$ cat config.mk
export PLATFORM = sky130hd
export DESIGN_NAME = sinal_de_controle_flat
export DESIGN_NICKNAME = d
export VERILOG_FILES = /design/src/rtl/sinal_de_controle_if.sv /design/src/rtl/sinal_de_controle.sv /design/src/flat_wrapper.sv
export SDC_FILE = /design/constraint.sdc
export NUM_CORES = 1
export LEC_CHECK = 0
export ABC_AREA = 1
export CELL_PAD_IN_SITES_DETAIL_PLACEMENT = 1
export CELL_PAD_IN_SITES_GLOBAL_PLACEMENT = 2
export CORE_UTILIZATION = 20
export CTS_CLUSTER_SIZE = 10
export DETAILED_ROUTE_END_ITERATION = 6
export GPL_ROUTABILITY_DRIVEN = 0
export PLACE_DENSITY = 0.78
export SKIP_CTS_REPAIR_TIMING = 1
export SLEW_MARGIN = 10
export SYNTH_ARGS = -nofsm -noshare
export SYNTH_HDL_FRONTEND = slang
export SYNTH_SLANG_ARGS = --single-unit
$ cat constraint.sdc
create_clock -name clock -period 0.8 [get_ports clock]
set_input_delay 0.2 -clock clock [delete_from_list [all_inputs] [get_ports clock]]
set_output_delay 0.2 -clock clock [all_outputs]
set_load 0.005 [all_outputs]
$ cat src/rtl/sinal_de_controle_if.sv
// sinal_de_controle_if
//   Bundle between instruction fetch/decode and the main control unit.
//   The master side (fetch/decode) drives OpCode and receives the
//   registered datapath controls. The slave side (control unit) samples
//   OpCode and drives the controls.
//
//   Signals:
//     OpCode    4-bit instruction opcode (master -> slave)
//     Halt      processor halt request
//     RegFonte  write-back source: 0 = ALU result, 1 = memory data
//     RegDst    destination field: 0 = rt, 1 = rd
//     EscReg    register-file write enable
//     ULA1      ALU operand A: 0 = rs, 1 = shift amount
//     ULA2      ALU operand B: 0 = rt, 1 = sign-extended immediate
//     Beq       branch-if-equal enable
//     ULAOp     4-bit ALU operation code
//     Salto     unconditional jump
//     Set       write ALU less-than flag instead of ALU result
//     LerMem    data-memory read strobe
//     EscMem    data-memory write strobe
interface sinal_de_controle_if;
  logic [3:0] OpCode;
  logic       Halt;
  logic       RegFonte;
  logic       RegDst;
  logic       EscReg;
  logic       ULA1;
  logic       ULA2;
  logic       Beq;
  logic [3:0] ULAOp;
  logic       Salto;
  logic       Set;
  logic       LerMem;
  logic       EscMem;

  modport master (
    output OpCode,
    input  Halt, RegFonte, RegDst, EscReg, ULA1, ULA2, Beq, ULAOp,
           Salto, Set, LerMem, EscMem
  );

  modport slave (
    input  OpCode,
    output Halt, RegFonte, RegDst, EscReg, ULA1, ULA2, Beq, ULAOp,
           Salto, Set, LerMem, EscMem
  );
endinterface

$ cat src/rtl/sinal_de_controle.sv
// sinal_de_controle
//   Main control unit of the single-issue processor. Decodes the 4-bit
//   opcode into datapath controls and registers them, so the datapath sees
//   the controls one clock after the opcode is sampled.
//
//   Ports:
//     clock    system clock, rising-edge active
//     reset_n  asynchronous active-low reset; clears every control at once
//     ctrl     sinal_de_controle_if.slave: OpCode in, registered controls out
//
//   Configuration macro:
//     SDC_STICKY_HALT_EN  when defined, HALT (1111) is sticky: once sampled,
//                         Halt stays high and every other control stays low
//                         until reset_n asserts. When undefined, Halt is a
//                         plain one-cycle decode.
module sinal_de_controle (
  input  logic             clock,
  input  logic             reset_n,
  sinal_de_controle_if.slave ctrl
);

  typedef struct packed {
    logic       halt;
    logic       reg_fonte;
    logic       reg_dst;
    logic       esc_reg;
    logic       ula1;
    logic       ula2;
    logic       beq;
    logic [3:0] ula_op;
    logic       salto;
    logic       set;
    logic       ler_mem;
    logic       esc_mem;
  } ctrl_t;

  localparam logic [3:0] ULA_ADD = 4'b0000;
  localparam logic [3:0] ULA_SUB = 4'b0001;
  localparam logic [3:0] ULA_AND = 4'b0010;
  localparam logic [3:0] ULA_OR  = 4'b0011;
  localparam logic [3:0] ULA_SLL = 4'b0100;
  localparam logic [3:0] ULA_SRL = 4'b0101;

  ctrl_t decoded;
  ctrl_t ctrl_d;
  ctrl_t ctrl_q;

  // Opcode decode. Reserved codes and any X/Z opcode fall into the default
  // branch and leave every control at 0.
  always_comb begin
    decoded = '0;
    case (ctrl.OpCode)
      4'b0000: begin
        decoded.reg_dst = 1'b1;
        decoded.esc_reg = 1'b1;
        decoded.ula_op  = ULA_ADD;
      end
      4'b0001: begin
        decoded.reg_dst = 1'b1;
        decoded.esc_reg = 1'b1;
        decoded.ula_op  = ULA_SUB;
      end
      4'b0010: begin
        decoded.reg_dst = 1'b1;
        decoded.esc_reg = 1'b1;
        decoded.ula_op  = ULA_AND;
      end
      4'b0011: begin
        decoded.reg_dst = 1'b1;
        decoded.esc_reg = 1'b1;
        decoded.ula_op  = ULA_OR;
      end
      4'b0100: begin
        // SLT subtracts and writes the sign flag instead of the result.
        decoded.reg_dst = 1'b1;
        decoded.esc_reg = 1'b1;
        decoded.set     = 1'b1;
        decoded.ula_op  = ULA_SUB;
      end
      4'b0101: begin
        decoded.esc_reg = 1'b1;
        decoded.ula2    = 1'b1;
        decoded.ula_op  = ULA_ADD;
      end
      4'b0110: begin
        decoded.esc_reg   = 1'b1;
        decoded.reg_fonte = 1'b1;
        decoded.ler_mem   = 1'b1;
        decoded.ula2      = 1'b1;
        decoded.ula_op    = ULA_ADD;
      end
      4'b0111: begin
        decoded.esc_mem = 1'b1;
        decoded.ula2    = 1'b1;
        decoded.ula_op  = ULA_ADD;
      end
      4'b1000: begin
        decoded.beq    = 1'b1;
        decoded.ula_op = ULA_SUB;
      end
      4'b1001: begin
        decoded.salto = 1'b1;
      end
      4'b1010: begin
        decoded.reg_dst = 1'b1;
        decoded.esc_reg = 1'b1;
        decoded.ula1    = 1'b1;
        decoded.ula_op  = ULA_SLL;
      end
      4'b1011: begin
        decoded.reg_dst = 1'b1;
        decoded.esc_reg = 1'b1;
        decoded.ula1    = 1'b1;
        decoded.ula_op  = ULA_SRL;
      end
      4'b1111: begin
        decoded.halt = 1'b1;
      end
      default: begin
        decoded = '0;
      end
    endcase
  end

`ifdef SDC_STICKY_HALT_EN
  typedef enum logic {
    RUN    = 1'b0,
    HALTED = 1'b1
  } state_t;

  state_t state_q;
  state_t state_d;

  always_ff @(posedge clock or negedge reset_n) begin
    if (!reset_n) begin
      state_q <= RUN;
    end else begin
      state_q <= state_d;
    end
  end

  // Once halted, only reset leaves HALTED; the opcode is ignored and the
  // registered controls are pinned to "Halt only".
  always_comb begin
    state_d = state_q;
    ctrl_d  = decoded;
    case (state_q)
      RUN: begin
        if (decoded.halt) begin
          state_d = HALTED;
        end
      end
      HALTED: begin
        ctrl_d      = '0;
        ctrl_d.halt = 1'b1;
      end
    endcase
  end
`else
  always_comb begin
    ctrl_d = decoded;
  end
`endif

  // Output register; reset clears all controls without waiting for a clock.
  always_ff @(posedge clock or negedge reset_n) begin
    if (!reset_n) begin
      ctrl_q <= '0;
    end else begin
      ctrl_q <= ctrl_d;
    end
  end

  assign ctrl.Halt     = ctrl_q.halt;
  assign ctrl.RegFonte = ctrl_q.reg_fonte;
  assign ctrl.RegDst   = ctrl_q.reg_dst;
  assign ctrl.EscReg   = ctrl_q.esc_reg;
  assign ctrl.ULA1     = ctrl_q.ula1;
  assign ctrl.ULA2     = ctrl_q.ula2;
  assign ctrl.Beq      = ctrl_q.beq;
  assign ctrl.ULAOp    = ctrl_q.ula_op;
  assign ctrl.Salto    = ctrl_q.salto;
  assign ctrl.Set      = ctrl_q.set;
  assign ctrl.LerMem   = ctrl_q.ler_mem;
  assign ctrl.EscMem   = ctrl_q.esc_mem;

endmodule

$ cat src/flat_wrapper.sv
// flat-port wrapper written by rule: the top's interface ports become plain ports
module sinal_de_controle_flat 
  (clock, reset_n, ctrl_OpCode, ctrl_Halt, ctrl_RegFonte, ctrl_RegDst, ctrl_EscReg, ctrl_ULA1, ctrl_ULA2, ctrl_Beq, ctrl_ULAOp, ctrl_Salto, ctrl_Set, ctrl_LerMem, ctrl_EscMem);
  sinal_de_controle_if ctrl_i ();
  input  logic clock;
  input  logic reset_n;
  input wire logic [$bits(ctrl_i.OpCode)-1:0] ctrl_OpCode;
  output wire logic [$bits(ctrl_i.Halt)-1:0] ctrl_Halt;
  output wire logic [$bits(ctrl_i.RegFonte)-1:0] ctrl_RegFonte;
  output wire logic [$bits(ctrl_i.RegDst)-1:0] ctrl_RegDst;
  output wire logic [$bits(ctrl_i.EscReg)-1:0] ctrl_EscReg;
  output wire logic [$bits(ctrl_i.ULA1)-1:0] ctrl_ULA1;
  output wire logic [$bits(ctrl_i.ULA2)-1:0] ctrl_ULA2;
  output wire logic [$bits(ctrl_i.Beq)-1:0] ctrl_Beq;
  output wire logic [$bits(ctrl_i.ULAOp)-1:0] ctrl_ULAOp;
  output wire logic [$bits(ctrl_i.Salto)-1:0] ctrl_Salto;
  output wire logic [$bits(ctrl_i.Set)-1:0] ctrl_Set;
  output wire logic [$bits(ctrl_i.LerMem)-1:0] ctrl_LerMem;
  output wire logic [$bits(ctrl_i.EscMem)-1:0] ctrl_EscMem;
  assign ctrl_i.OpCode = ctrl_OpCode;
  assign ctrl_Halt = ctrl_i.Halt;
  assign ctrl_RegFonte = ctrl_i.RegFonte;
  assign ctrl_RegDst = ctrl_i.RegDst;
  assign ctrl_EscReg = ctrl_i.EscReg;
  assign ctrl_ULA1 = ctrl_i.ULA1;
  assign ctrl_ULA2 = ctrl_i.ULA2;
  assign ctrl_Beq = ctrl_i.Beq;
  assign ctrl_ULAOp = ctrl_i.ULAOp;
  assign ctrl_Salto = ctrl_i.Salto;
  assign ctrl_Set = ctrl_i.Set;
  assign ctrl_LerMem = ctrl_i.LerMem;
  assign ctrl_EscMem = ctrl_i.EscMem;
  sinal_de_controle u_core (.clock(clock), .reset_n(reset_n), .ctrl(ctrl_i));
endmodule
==> metrics <==
outcome=finished, violations left; failing checks=negative setup slack; Slew Limit Fails=0; Distinct cells, synth=10; peak supply drop=0.627 mV; clk slew on worst S/H paths=0.07 ns; Tcrit/Tclk final=133%; top-area cell type share of the netlist area=70.1%; Hold Crit Class=input port to flop; sequence of cells on the critical path=buf_6 > buf_6; final hold vios=0; Top FF cell, synth=dfrtp_1; largest net degree at the start of global routing=14; max_cap viols=0; CP max stage delay=0.38 ns; Post-Syn Area=464 µm²; Nets=78; CP Buf/Inv Count=2; # diodes=0; Syn-to-layout area delta=51.5%; worst setup path end=ctrl_LerMem; routed wire length=905 µm; final hold slack=0.229 ns; Synth area leaders=dfrtp_1 (70%), nand2_1 (9.7%), nor2_1 (6.5%); Slowest cell on crit path=dfrtp_1; top-count cell post-synth=dfrtp_1; clock sinks=13; Tot Pwr=1.23 mW; leakage power total=0.431 nW; PortBufs=19; Ports=21; Die Height=50.2 µm; post-synthesis sequential area ratio=70.1%; CP startpoint=u_core.ctrl.RegFonte; Worst path top cell family by delay=flip-flops; Critical Path Stages=2; via density per instance=3.81; Async SR Flop Fraction=100%; Worst setup SP type=flop; Mapped Nets=52; starting density of the core=21.2%; most frequent cells after synthesis=dfrtp_1 (13), nand2_1 (12), nor2_1 (8); DR WL/cell=9.14 µm; CTS Buffer Depth=2; worst setup path class=flop to output pin; Die Wd=50.2 µm; clock buffer count from CTS=3; number of enable flip-flop cells after synthesis=0; DR pass1 iterations=2; die area=2520 µm²; H-tree level count=1; DRC violation total after the first TritonRoute iteration=2; DP HPWL=733 µm; Final WS setup=-0.268 ns; Worst Path Max Fanout=2; synth warn=0; Avg Cell Area, Syn=10.1 µm²; first-pass GRT wire length=1.57 mm; GRT Residual Overflow=0; DRC=0; GRT Overall Usage=8.81%; Post-Synthesis Cells=46; Max Clk Rate=0.936 GHz; Final setup viols=14; row count=17; Most common cell on crit path=buf_6; cell type with the highest aggregate area in the netlist=dfrtp_1; crit path DAT=0.87 ns; root buf cell=clkbuf_4; share of layout cells above drive strength 1=33.8%; #FFs+latches synth=13; Critical Path RT=0.60 ns; P per Cell Area=1740 nW/µm²; via count=377; Worst Setup End Kind=output pin; TritonCTS clock tree=done; antenna violations before repair=0; Core Area=2190 µm²; post-route ant nets=0; vias in the first global route=384; RSZ-0062 raised after global routing=yes; minimum clock period=1.07 ns
[per-layer routing]
metal	wire length (µm)	track usage, %	up-vias
met2	404	13.8	19
met4	20	5.71	0
li1	-	-	187
met3	102	3.94	3
met5	0	0	-
met1	378	9.56	168
[how the worst min path moves through the flow]
stage | start | slack [ns] | cells after the start | endpoint
finish | ctrl_OpCode[3] | 0.23 | 2 | u_core.ctrl.ULAOp[1]
global route | reset_n | 0.24 | 2 | u_core.ctrl.EscReg
global placement | reset_n | 0.54 | 2 | u_core.ctrl.Salto
floorplan | reset_n | -0.1 | 0 | u_core.ctrl.Beq
CTS | reset_n | 0.25 | 2 | u_core.ctrl.EscReg
detailed placement | reset_n | 0.54 | 2 | u_core.ctrl.Salto
[cell families (layout without fill, tap and decap cells)]
kind of cell,count (synthesis),count (layout),synth area share (%)
buffers and inverters,6,31,6.47
other,1,1,0.808
flip-flops,13,13,70.1
AND/OR/NAND/NOR,25,25,21.6
AO/OA/AOI/OAI,1,1,1.08
[per-stage QoR]
stage | cells | utilization (%) | setup WS (ns) | area [µm²] | TNS, ns
2_1_floorplan | 46 | - | 0.102 | 464 | 0
3_3_place_gp | 94 | 32.4 | -0.441 | 709 | -7.17
3_5_place_dp | 94 | 32.4 | -0.460 | 709 | -7.44
4_1_cts | 98 | 33.6 | -0.532 | 736 | -8.00
5_1_grt | 99 | 32.1 | -0.303 | 703 | -2.56
6_report | 99 | 32.1 | -0.268 | 703 | -2.06
[cell type report]
cell class | count | area (µm²)
clock buffers | 4 | 26.3
fillers | 259 | 1490
inverters | 4 | 15.0
multi-input cells | 27 | 111
flip-flops and latches | 13 | 325
well taps | 28 | 35.0
repair buffers | 23 | 190
[power by group]
part | internal [mW] | switching, mW | leakage, nW
Combinational | 0.0744 | 0.0804 | 0.244
Clock | 0.193 | 0.186 | 0.0150
Sequential | 0.685 | 0.00719 | 0.172
Total | 0.952 | 0.273 | 0.431
[state kept, by name (all words and copies together) (netlist names)]
name                  cells
u_core.ctrl.RegDst        1
u_core.ctrl.ULA1          1
u_core.ctrl.Halt          1
u_core.ctrl.EscReg        1
u_core.ctrl.RegFonte      1
u_core.ctrl.Set           1
u_core.ctrl.ULA2          1
u_core.ctrl.Beq           1
u_core.ctrl.Salto         1
u_core.ctrl.EscMem        1
u_core.ctrl.ULAOp         3
[placed cells by master, fill, tap and decap left out]
cell	n
nand3_1	3
clkbuf_2	12
nor3_1	2
clkdlybuf4s50_1	1
nor2_2	1
inv_2	3
nand2_1	12
dfrtp_1	13
conb_1	1
inv_1	1
buf_4	2
buf_12	1
dlymetal6s2s_1	5
buf_6	2
nor2_1	7
clkbuf_1	1
o21ai_0	1
clkbuf_4	3
(Power assumes the default switching activity.)
==> variant: new RTL, same settings <==
The option `SDC_STICKY_HALT_EN` is turned on by a define.
--- a/src/rtl/sinal_de_controle.sv
+++ b/src/rtl/sinal_de_controle.sv
@@ -14,4 +14,6 @@
 //                         until reset_n asserts. When undefined, Halt is a
 //                         plain one-cycle decode.
+`define SDC_STICKY_HALT_EN
+
 module sinal_de_controle (
   input  logic             clock,
Formal check against the unedited RTL: not equivalent (a bounded check fails within 4 cycles, from zero or initial values and one cycle with reset_n low).
==> variant against the original RTL <==
The flow still finishes with violations (setup timing). Core utilization is 0.37 points higher. Highest routed layer unchanged. Critical path depth shrank 1. Wire length increased by 18%. Cell count unchanged. Total power fell by 3.7%. Setup slack improved by 110 ps. Combinational power decreased by 30%. Sequential power decreased by 12%. Sequential cell count shrank 1. Fmax rose by 11%. First-iteration DRC count increased by 100%. Area after synthesis rose by 5.9%. Design area increased by 4.1%. Critical path type unchanged.
==> variant: results (changes against the original RTL) <==
Reg clk slew, reported paths: 70 ps (about the same)
LEAKAGE: 0.000401 uW (was 0.000431 uW)
Signal buffers: 22 (was 23)
Async SR Flop Fraction: 1.00 (unchanged)
Nonclk inv count: 7 (was 4)
Multi-In Gates: 26 (was 27)
Initial DRT Pass Iterations: 4 (was 2)
Layout area overhead: 48.9% (was 51.5%)
CTS Buf Count: 3 (unchanged)
Area contributors post-synth: dfrtp_1, nor2_1, buf_4, nand3_2, inv_1 (was dfrtp_1, nand2_1, nor2_1, nand3_1, buf_4)
Total track usage: 0.0889 (was 0.0881)
Seq pwr: 606 uW (was 692 uW)
Combinational Power Share: 0.092 (was 0.126)
FF/Latch Area: 300 um^2 (was 325 um^2)
Failing checks: setup timing (unchanged)
# nets final: 78 (unchanged)
Switching power: 254 uW (was 273 uW)
Placed insts: 95 (was 94)
Status: finished with violations (unchanged)
CP top delay family: flip-flops (unchanged)
Final WS setup: -161 ps (was -268 ps)
Synth Area in Adders: 0 (unchanged)
Final HPWL DP: 824 um (was 733 um)
Multi-input gate area: 169 um^2 (was 111 um^2)
Met1 WL: 411 um (was 378 um)
Met2 Use GR: 0.143 (was 0.138)
Xor and xnor area share after synthesis: 0 (unchanged)
Metal2 WL: 537 um (was 404 um)
Vias in the first global route: 389 (was 384)
Synthesized Nets: 54 (was 52)
Critical path startpoint: u_core.ctrl.Halt (was u_core.ctrl.RegFonte)
Slowest CP cell: dfrtp_1 (unchanged)
Hold Crit Class: in -> async (was in -> reg)
Maximum vdd drop: 0.487 mV (was 0.627 mV)
Global-route track usage on met1: 0.0906 (was 0.0956)
WL/cell: 10.7 um (was 9.14 um)
Crit path DAT: 760 ps (was 870 ps)
Grt met3 use: 0.0380 (was 0.0394)
Sequential-to-total area share from yosys stat: 0.611 (was 0.701)
Data buffer area share: 0.226 (was 0.270)
ClkCell Share: 0.0496 (was 0.0374)
Pin count of the biggest net entering global routing: 13 (was 14)
Syn avg cell area: 10.2 um^2 (was 10.1 um^2)
Mux contribution to synthesized area: 0 (unchanged)
Setup WS pre-CTS: -491 ps (was -460 ps)
First DRT Iteration DRCs: 4 (was 2)
Fillers: 272 (was 259)
N_diodes: 0 (unchanged)
Seq_cells: 12 (was 13)
Synth cell count leaders: dfrtp_1, nor2_1, inv_1 (was dfrtp_1, nand2_1, nor2_1)
Count of final setup violators: 23 (was 14)
TNS Setup: -2860 ps (was -2060 ps)
Synth Area in Compound Gates: 0.0382 (was 0.0108)
First-pass GRT wire length: 1640 um (was 1570 um)
H-tree depth: 1 (unchanged)
Cell Area, Placed: 729 um^2 (was 709 um^2)
Vias per inst: 4.02 (was 3.81)
Share of cells above drive strength 1: 0.493 (was 0.338)
Library cells used by synthesis: 17 (was 10)
variant: cell types whose count changed in the layout (fill, tap and decap cells not counted), moves of 2 or more:
| cell | unedited run | this run |
|---|---|---|
| nand2_1 | 12 | 3 |
| inv_1 | 1 | 4 |
| buf_6 | 2 | 0 |
| clkbuf_2 | 12 | 14 |
| nand2_2 | 0 | 2 |
| nand3_1 | 3 | 1 |
| nand3_2 | 0 | 2 |
| nor2_4 | 0 | 2 |
| nor3_2 | 0 | 2 |
variant: final timing paths:
check | to | slack (ps) | depth (start not counted)
max | ctrl_Halt | -160 | 1
min | u_core.ctrl.Salto | 260 | 2
max reg2reg | u_core.ctrl.ULAOp[1] | -150 | 4
min reg2reg | u_core.ctrl.ULAOp[0] | 580 | 2
max in group asynchronous | u_core.ctrl.EscReg | 430 | 2
min in group clock | u_core.ctrl.RegFonte | 260 | 2
variant: per-stage QoR:
step	power, uW	hold slack, ps
CTS	1190	256
finish	1180	257
detailed placement	726	542
floorplan	656	-95.6
global route	1230	253
global placement	725	531
